File: src/rtl/layer_input_gather_if.sv
// Stream-in / vector-out bundle for the gather stage.
// slave: the gather block itself; master: the upstream/downstream environment.
`ifndef ZERO2ONE_MIN
`define ZERO2ONE_MIN 8'h00
`endif
`ifndef ZERO2ONE_MAX
`define ZERO2ONE_MAX 8'hFF
`endif

interface layer_input_gather_if #(
  parameter int N = 16
);
  typedef logic [7:0] zero2one_t;
  localparam int CW = $clog2(N + 1);

  logic                 in_valid;
  logic                 in_ready;
  zero2one_t            in_data;
  logic                 in_last;
  zero2one_t [N-1:0]    vec_out;
  logic                 vec_valid;
  logic                 vec_ready;
  logic [CW-1:0]        elem_count;
  logic                 short_vec;

  modport master (
    output in_valid, in_data, in_last, vec_ready,
    input  in_ready, vec_out, vec_valid, elem_count, short_vec
  );

  modport slave (
    input  in_valid, in_data, in_last, vec_ready,
    output in_ready, vec_out, vec_valid, elem_count, short_vec
  );
endinterface

File: src/rtl/layer_input_gather.sv
// Serial-to-parallel gather: collects up to N activations into a fill buffer,
// then hands the padded vector to a registered output slot.
`ifndef ZERO2ONE_MIN
`define ZERO2ONE_MIN 8'h00
`endif
`ifndef ZERO2ONE_MAX
`define ZERO2ONE_MAX 8'hFF
`endif

module layer_input_gather #(
  parameter int N = 16
) (
  input  logic                 clk,
  input  logic                 rst,
  layer_input_gather_if.slave  bus
);
  typedef logic [7:0] zero2one_t;
  localparam int IW = $clog2(N);
  localparam int CW = $clog2(N + 1);

  typedef enum logic {
    S_FILL,
    S_PEND
  } state_e;

  state_e            state_q, state_d;
  logic [IW-1:0]     idx_q;
  zero2one_t [N-1:0] fill_q;
  zero2one_t [N-1:0] vec_out_q;
  logic              vec_valid_q;
  logic [CW-1:0]     elem_count_q;
  logic              short_q;

  logic              in_ready_c;
  logic              slot_free;
  logic              accept;
  logic              last_slot;
  logic              complete;
  logic              xfer_fill;
  logic              xfer_pend;
  logic [CW-1:0]     count_now;
  zero2one_t [N-1:0] assembled;

  // State register
  always_ff @(posedge clk) begin
    if (rst) state_q <= S_FILL;
    else     state_q <= state_d;
  end

  // Next-state: park in PEND when a vector completes but the slot is occupied
  always_comb begin
    state_d = state_q;
    unique case (state_q)
      S_FILL: if (complete && !slot_free) state_d = S_PEND;
      S_PEND: if (bus.vec_ready)          state_d = S_FILL;
      default:                            state_d = S_FILL;
    endcase
  end

  // Handshake and transfer decode; in_ready is a function of state only (plus reset)
  always_comb begin
    in_ready_c = (state_q == S_FILL) && !rst;
    slot_free  = !vec_valid_q || bus.vec_ready;
    accept     = bus.in_valid && in_ready_c;
    last_slot  = (idx_q == IW'(N - 1));
    complete   = accept && (last_slot || bus.in_last);
    xfer_fill  = complete && slot_free;
    xfer_pend  = (state_q == S_PEND) && bus.vec_ready;
    count_now  = CW'(idx_q) + CW'(1);
  end

  // Current beat merged into the fill buffer; slots beyond idx are padded with
  // min (harmless on non-completing beats, later beats overwrite them)
  always_comb begin
    assembled = fill_q;
    for (int unsigned i = 0; i < N; i++) begin
      if (IW'(i) == idx_q)     assembled[i] = bus.in_data;
      else if (IW'(i) > idx_q) assembled[i] = `ZERO2ONE_MIN;
    end
  end

  // Fill buffer, index and output slot. In PEND idx_q keeps the completing
  // index so the element count can be rebuilt at transfer time.
  always_ff @(posedge clk) begin
    if (rst) begin
      idx_q        <= '0;
      fill_q       <= {N{`ZERO2ONE_MIN}};
      vec_out_q    <= {N{`ZERO2ONE_MIN}};
      vec_valid_q  <= 1'b0;
      elem_count_q <= '0;
      short_q      <= 1'b0;
    end else begin
      if (accept) fill_q <= assembled;

      if (xfer_fill || xfer_pend)   idx_q <= '0;
      else if (accept && !complete) idx_q <= idx_q + IW'(1);

      if (xfer_fill)      vec_out_q <= assembled;
      else if (xfer_pend) vec_out_q <= fill_q;

      if (xfer_fill || xfer_pend) begin
        elem_count_q <= count_now;
        short_q      <= !last_slot;
      end

      if (xfer_fill || xfer_pend) vec_valid_q <= 1'b1;
      else if (bus.vec_ready)     vec_valid_q <= 1'b0;
    end
  end

  assign bus.in_ready   = in_ready_c;
  assign bus.vec_out    = vec_out_q;
  assign bus.vec_valid  = vec_valid_q;
  assign bus.elem_count = elem_count_q;
  assign bus.short_vec  = short_q;
endmodule

File: src/flat_wrapper.sv
// flat-port wrapper written by rule: the top's interface ports become plain ports
module layer_input_gather_flat 
#(
  parameter int N = 16
)
  (clk, rst, bus_in_valid, bus_in_data, bus_in_last, bus_vec_ready, bus_in_ready, bus_vec_out, bus_vec_valid, bus_elem_count, bus_short_vec);
  layer_input_gather_if #(.N(N)) bus_i ();
  input  logic clk;
  input  logic rst;
  input wire logic [$bits(bus_i.in_valid)-1:0] bus_in_valid;
  input wire logic [$bits(bus_i.in_data)-1:0] bus_in_data;
  input wire logic [$bits(bus_i.in_last)-1:0] bus_in_last;
  input wire logic [$bits(bus_i.vec_ready)-1:0] bus_vec_ready;
  output wire logic [$bits(bus_i.in_ready)-1:0] bus_in_ready;
  output wire logic [$bits(bus_i.vec_out)-1:0] bus_vec_out;
  output wire logic [$bits(bus_i.vec_valid)-1:0] bus_vec_valid;
  output wire logic [$bits(bus_i.elem_count)-1:0] bus_elem_count;
  output wire logic [$bits(bus_i.short_vec)-1:0] bus_short_vec;
  assign bus_i.in_valid = bus_in_valid;
  assign bus_i.in_data = bus_in_data;
  assign bus_i.in_last = bus_in_last;
  assign bus_i.vec_ready = bus_vec_ready;
  assign bus_in_ready = bus_i.in_ready;
  assign bus_vec_out = bus_i.vec_out;
  assign bus_vec_valid = bus_i.vec_valid;
  assign bus_elem_count = bus_i.elem_count;
  assign bus_short_vec = bus_i.short_vec;
  layer_input_gather #(.N(N)) u_core (.clk(clk), .rst(rst), .bus(bus_i));
endmodule
File: config.mk
export PLATFORM = sky130hd
export DESIGN_NAME = layer_input_gather_flat
export DESIGN_NICKNAME = d
export VERILOG_FILES = /design/src/rtl/layer_input_gather_if.sv /design/src/rtl/layer_input_gather.sv /design/src/flat_wrapper.sv
export SDC_FILE = /design/constraint.sdc
export NUM_CORES = 1
export LEC_CHECK = 0
export ABC_AREA = 1
export BUFFER_PORTS_ARGS = -buffer_cell sky130_fd_sc_hd__buf_2
export CAP_MARGIN = 10
export CORE_ASPECT_RATIO = 1.25
export CORE_MARGIN = 3
export CORE_UTILIZATION = 45
export CTS_BUF_LIST = sky130_fd_sc_hd__clkbuf_4
export CTS_CLUSTER_DIAMETER = 80
export DETAILED_ROUTE_END_ITERATION = 8
export PLACE_DENSITY_LB_ADDON = 0.15
export SYNTH_ARGS = -nofsm -noshare
export SYNTH_HDL_FRONTEND = slang
export SYNTH_SLANG_ARGS = --single-unit
File: constraint.sdc
create_clock -name clk -period 1.9 [get_ports clk]
set_input_delay 0.095 -clock clk [delete_from_list [all_inputs] [get_ports clk]]
set_output_delay 0.095 -clock clk [all_outputs]
set_load 0.05 [all_outputs]
==> summary.md <==
| Metric | Value |
|---|---|
| Initial Util | `45.99%` |
| Largest net degree at the start of global routing | `215` |
| DIE WIDTH | `156.6 um` |
| PD cells | `819.0 nW/um2` |
| Clk_lat worst skew | `720 ps` |
| Worst slew pin tran | `1069 ps` |
| Area Overhead vs Synth | `17.79%` |
| Global route hottest layer | `met2` |
| Status | `finished, final reports clean` |
| Layout cells sized above 1 | `15.53%` |
| P_leak | `7.285 nW` |
| Clock transition at path regs | `60 ps` |
| Max clock buf depth | `3` |
| Int Pwr | `0.008563 W` |
| Avg Cell Area, Syn | `6.481 um2` |
| M3 GR Usage | `4.889%` |
| Post-synthesis net count | `1,986` |
| Final Hold Viols | `0` |
| Vias per Instance | `5.282` |
| Total Nets Final | `2,134` |
| Die area | `30,410 um2` |
| Core ar. | `27,740 um2` |
| CTS buffer count | `71` |
| Yosys warning total | `0` |
| Drt pass-1 iters | `6` |
| Synth Instances | `1,968` |
| Beginning of the worst hold path | `rst` |
| GRT Total Usage | `25.09%` |
| Net Switching | `0.003741 W` |
| Max-slew violations | `0` |
| Crit share post-route | `93.83%` |
| Setup violations, final | `0` |
| Reg2reg start | `u_core.idx_q[0]$_SDFFE_PP0P_` |
| Max_cap viols | `0` |
| First-pass GRT wire length | `63,030 um` |
| Worst Setup End Kind | `flip-flop` |
| Relative slew slack | `28.70%` |
| Post-route ant nets | `0` |
| Main area contributors after synthesis | `dfxtp_1 (42%), nand2_1 (21%), nand3_1 (15%)` |
| WP data arrival | `2430 ps` |
| Vias in the first global route | `12,240` |
| Clock share of power | `39.2%` |
| EDFF count, synth | `0` |
| Finished Core Util | `54.16%` |
| H-tree depth | `3` |
| Worst clock skew | `24.88 ps` |
| Crit path kind | `flip-flop to flip-flop` |
| Iteration-0 DRC Markers | `1,070` |
| Reg power frac | `47.8%` |
| Cell accounting for the most synthesized area | `dfxtp_1` |
| Hold Path Cell Cnt | `4` |
| Layout fillers | `2,839` |
| Combinational power share | `13.0%` |
| R2R depth | `10` |
| # placed instances | `2,377` |
| Syn Std Cell Area | `12,750 um2` |
| Sequential-to-total area share from yosys stat | `42.06%` |
| Worst R2R End | `u_core.bus.vec_out[1]$_SDFFE_PP0P_` |
| Hold path endpoint | `u_core.state_q$_SDFF_PP0_` |
| Design area | `15,020 um2` |
| Max VDD drop | `0.5006 mV` |
| IO Count | `149` |
| Vias | `13,300` |
| Max Freq | `560.9 MHz` |
| CP max FO | `27` |
| Fin crit period | `1783 ps` |
| CTS tree | `done` |
| Synth Flop Type | `dfxtp_1` |
| Met2 Use GR | `40.10%` |
| Startpoint Class | `flip-flop` |
| Cell Count, Final, Fillers Out | `2,517` |
| FF+latch count, synth | `268` |
| Reg2Reg Setup Slack | `120 ps` |
| PortBufs | `148` |
| Sw Share | `30.41%` |
| Yosys top cell area share | `42.06%` |
| Wire per inst | `15.63 um` |
| Initial antenna violation count | `2` |
| Drt drc | `0` |
| Worst EP required | `2540 ps` |
| Post-DP Area | `13,950 um2` |
| Post-synthesis async set-or-reset flop share | `0%` |
| Grt met1 use | `33.37%` |
| GRT Residual Overflow | `0` |
| Final WL | `39,330 um` |
| RD Place Congestion | `0.8184` |
| Start point of the critical path | `u_core.idx_q[0]$_SDFFE_PP0P_` |
| Clk sinks | `268` |
| Die H | `194.2 um` |
| Hold WC Path Type | `input port to flip-flop` |
| Clock root buffer | `clkbuf_4` |
| Netlist cell types | `24` |
| Row cnt | `68` |
| HPWL Detailed | `23,470 um` |
[layout by cell type (no fill, tap or decap), drive strengths merged, types with 5 or more instances in the layout]
master / count
inv: 115
clkbuf: 101
a21oi: 21
dlygate4sd3: 12
buf: 211
nor2: 72
clkinv: 19
o21ai: 220
dfxtp: 268
nand2: 720
nand4: 9
nand3: 382
ha: 5
[worst max path at each step]
| stage | endpoint | cells after the start |
|---|---|---|
| after floorplan | u_core.bus.vec_out[101]$_SDFFE_PP0P_ | 9 |
| after global placement | u_core.bus.vec_out[126]$_SDFFE_PP0P_ | 9 |
| after detailed placement | u_core.bus.vec_out[126]$_SDFFE_PP0P_ | 9 |
| after CTS | u_core.bus.vec_out[126]$_SDFFE_PP0P_ | 9 |
| after global routing | u_core.bus.vec_out[23]$_SDFFE_PP0P_ | 10 |
| final | u_core.bus.vec_out[1]$_SDFFE_PP0P_ | 10 |
[timing repair]
| action | in CTS | in global routing |
|---|---|---|
| buffers inserted | 0 | 3 |
| hold buffers | 12 | 0 |
| hold endpoints to repair | 92 | 0 |
| setup endpoints to repair | 0 | 125 |
| resized for setup | 0 | 17 |
[power by group through the flow]
stage	clock [W]	sequential (W)	combinational, W
after floorplan	0	0.00650	0.000602
after global placement	0	0.00601	0.00153
after detailed placement	0	0.00601	0.00154
after CTS	0.00497	0.00589	0.00156
after global routing	0.00526	0.00590	0.00171
final	0.00482	0.00589	0.00160
[synthesized netlist by cell type, types with 5 or more instances]
cell	instances
nand2_1	719
nand3_1	381
dfxtp_1	268
o21ai_0	218
inv_1	110
clkbuf_1	93
nor2_1	68
buf_2	39
a21oi_1	21
buf_4	14
nand4_1	9
ha_1	5
[critical path, cell delays in order (launching register included)]
cell	delay, ps
dfxtp_1	320
ha_1	210
nand3_1	120
nand2_2	120
nand3_4	140
nand2_4	100
nor2_4	190
buf_12	150
clkbuf_16	220
nand2_1	80
nand2_1	70
[kinds of logic (layout without fill, tap and decap cells)]
| logic type | after synthesis | after routing | synth area share [%] |
|---|---|---|---|
| AOI/OAI and AO/OA | 246 | 246 | 9.731 |
| xor gates and xnor gates | 3 | 3 | 0.2060 |
| adders and majority gates | 5 | 5 | 0.4905 |
| buffers and inverters | 263 | 458 | 8.593 |
| DFF | 268 | 268 | 42.06 |
| other | 0 | 4 | 0 |
| and+or+nand+nor | 1183 | 1183 | 38.92 |
[metrics by stage]
step	setup TNS, ps	total power (W)	hold slack [ps]	setup WS, ps
floorplan	0	0.007099	164.1	70.52
global placement	0	0.007537	426.8	61.93
detailed placement	0	0.007547	432.4	30.29
CTS	0	0.01242	277.5	11.77
global route	-155.8	0.01288	294.5	-16.37
finish	0	0.01230	308.0	117.3
[flip-flops by register name, indices dropped and copies added, names as in the netlist]
name,flops
u_core.bus.vec_out,128
u_core.fill_q,128
u_core.bus.elem_count,5
u_core.idx_q,4
u_core.bus.short_vec,1
u_core.bus.vec_valid,1
u_core.state_q,1
[per-layer routing]
metal  share of wire [%]  wire length, um
met3                 6.7             2628
met4                 3.2             1261
met2                  47            18440
met1                  43            17010
met5                   0                0
[area by class of cell]
class | count | area, um2 | share of cell area [%]
multi-input cells | 1437 | 6341 | 42.21
repair buffers | 225 | 1608 | 10.70
diodes | 4 | 10.01 | 0.06663
well taps | 350 | 437.9 | 2.915
flip-flops and latches | 268 | 5366 | 35.72
clock buffers | 99 | 743.2 | 4.947
clock inverters | 21 | 82.58 | 0.5497
inverters | 113 | 434.2 | 2.890
No activity file was read; power rests on OpenSTA's default activity.
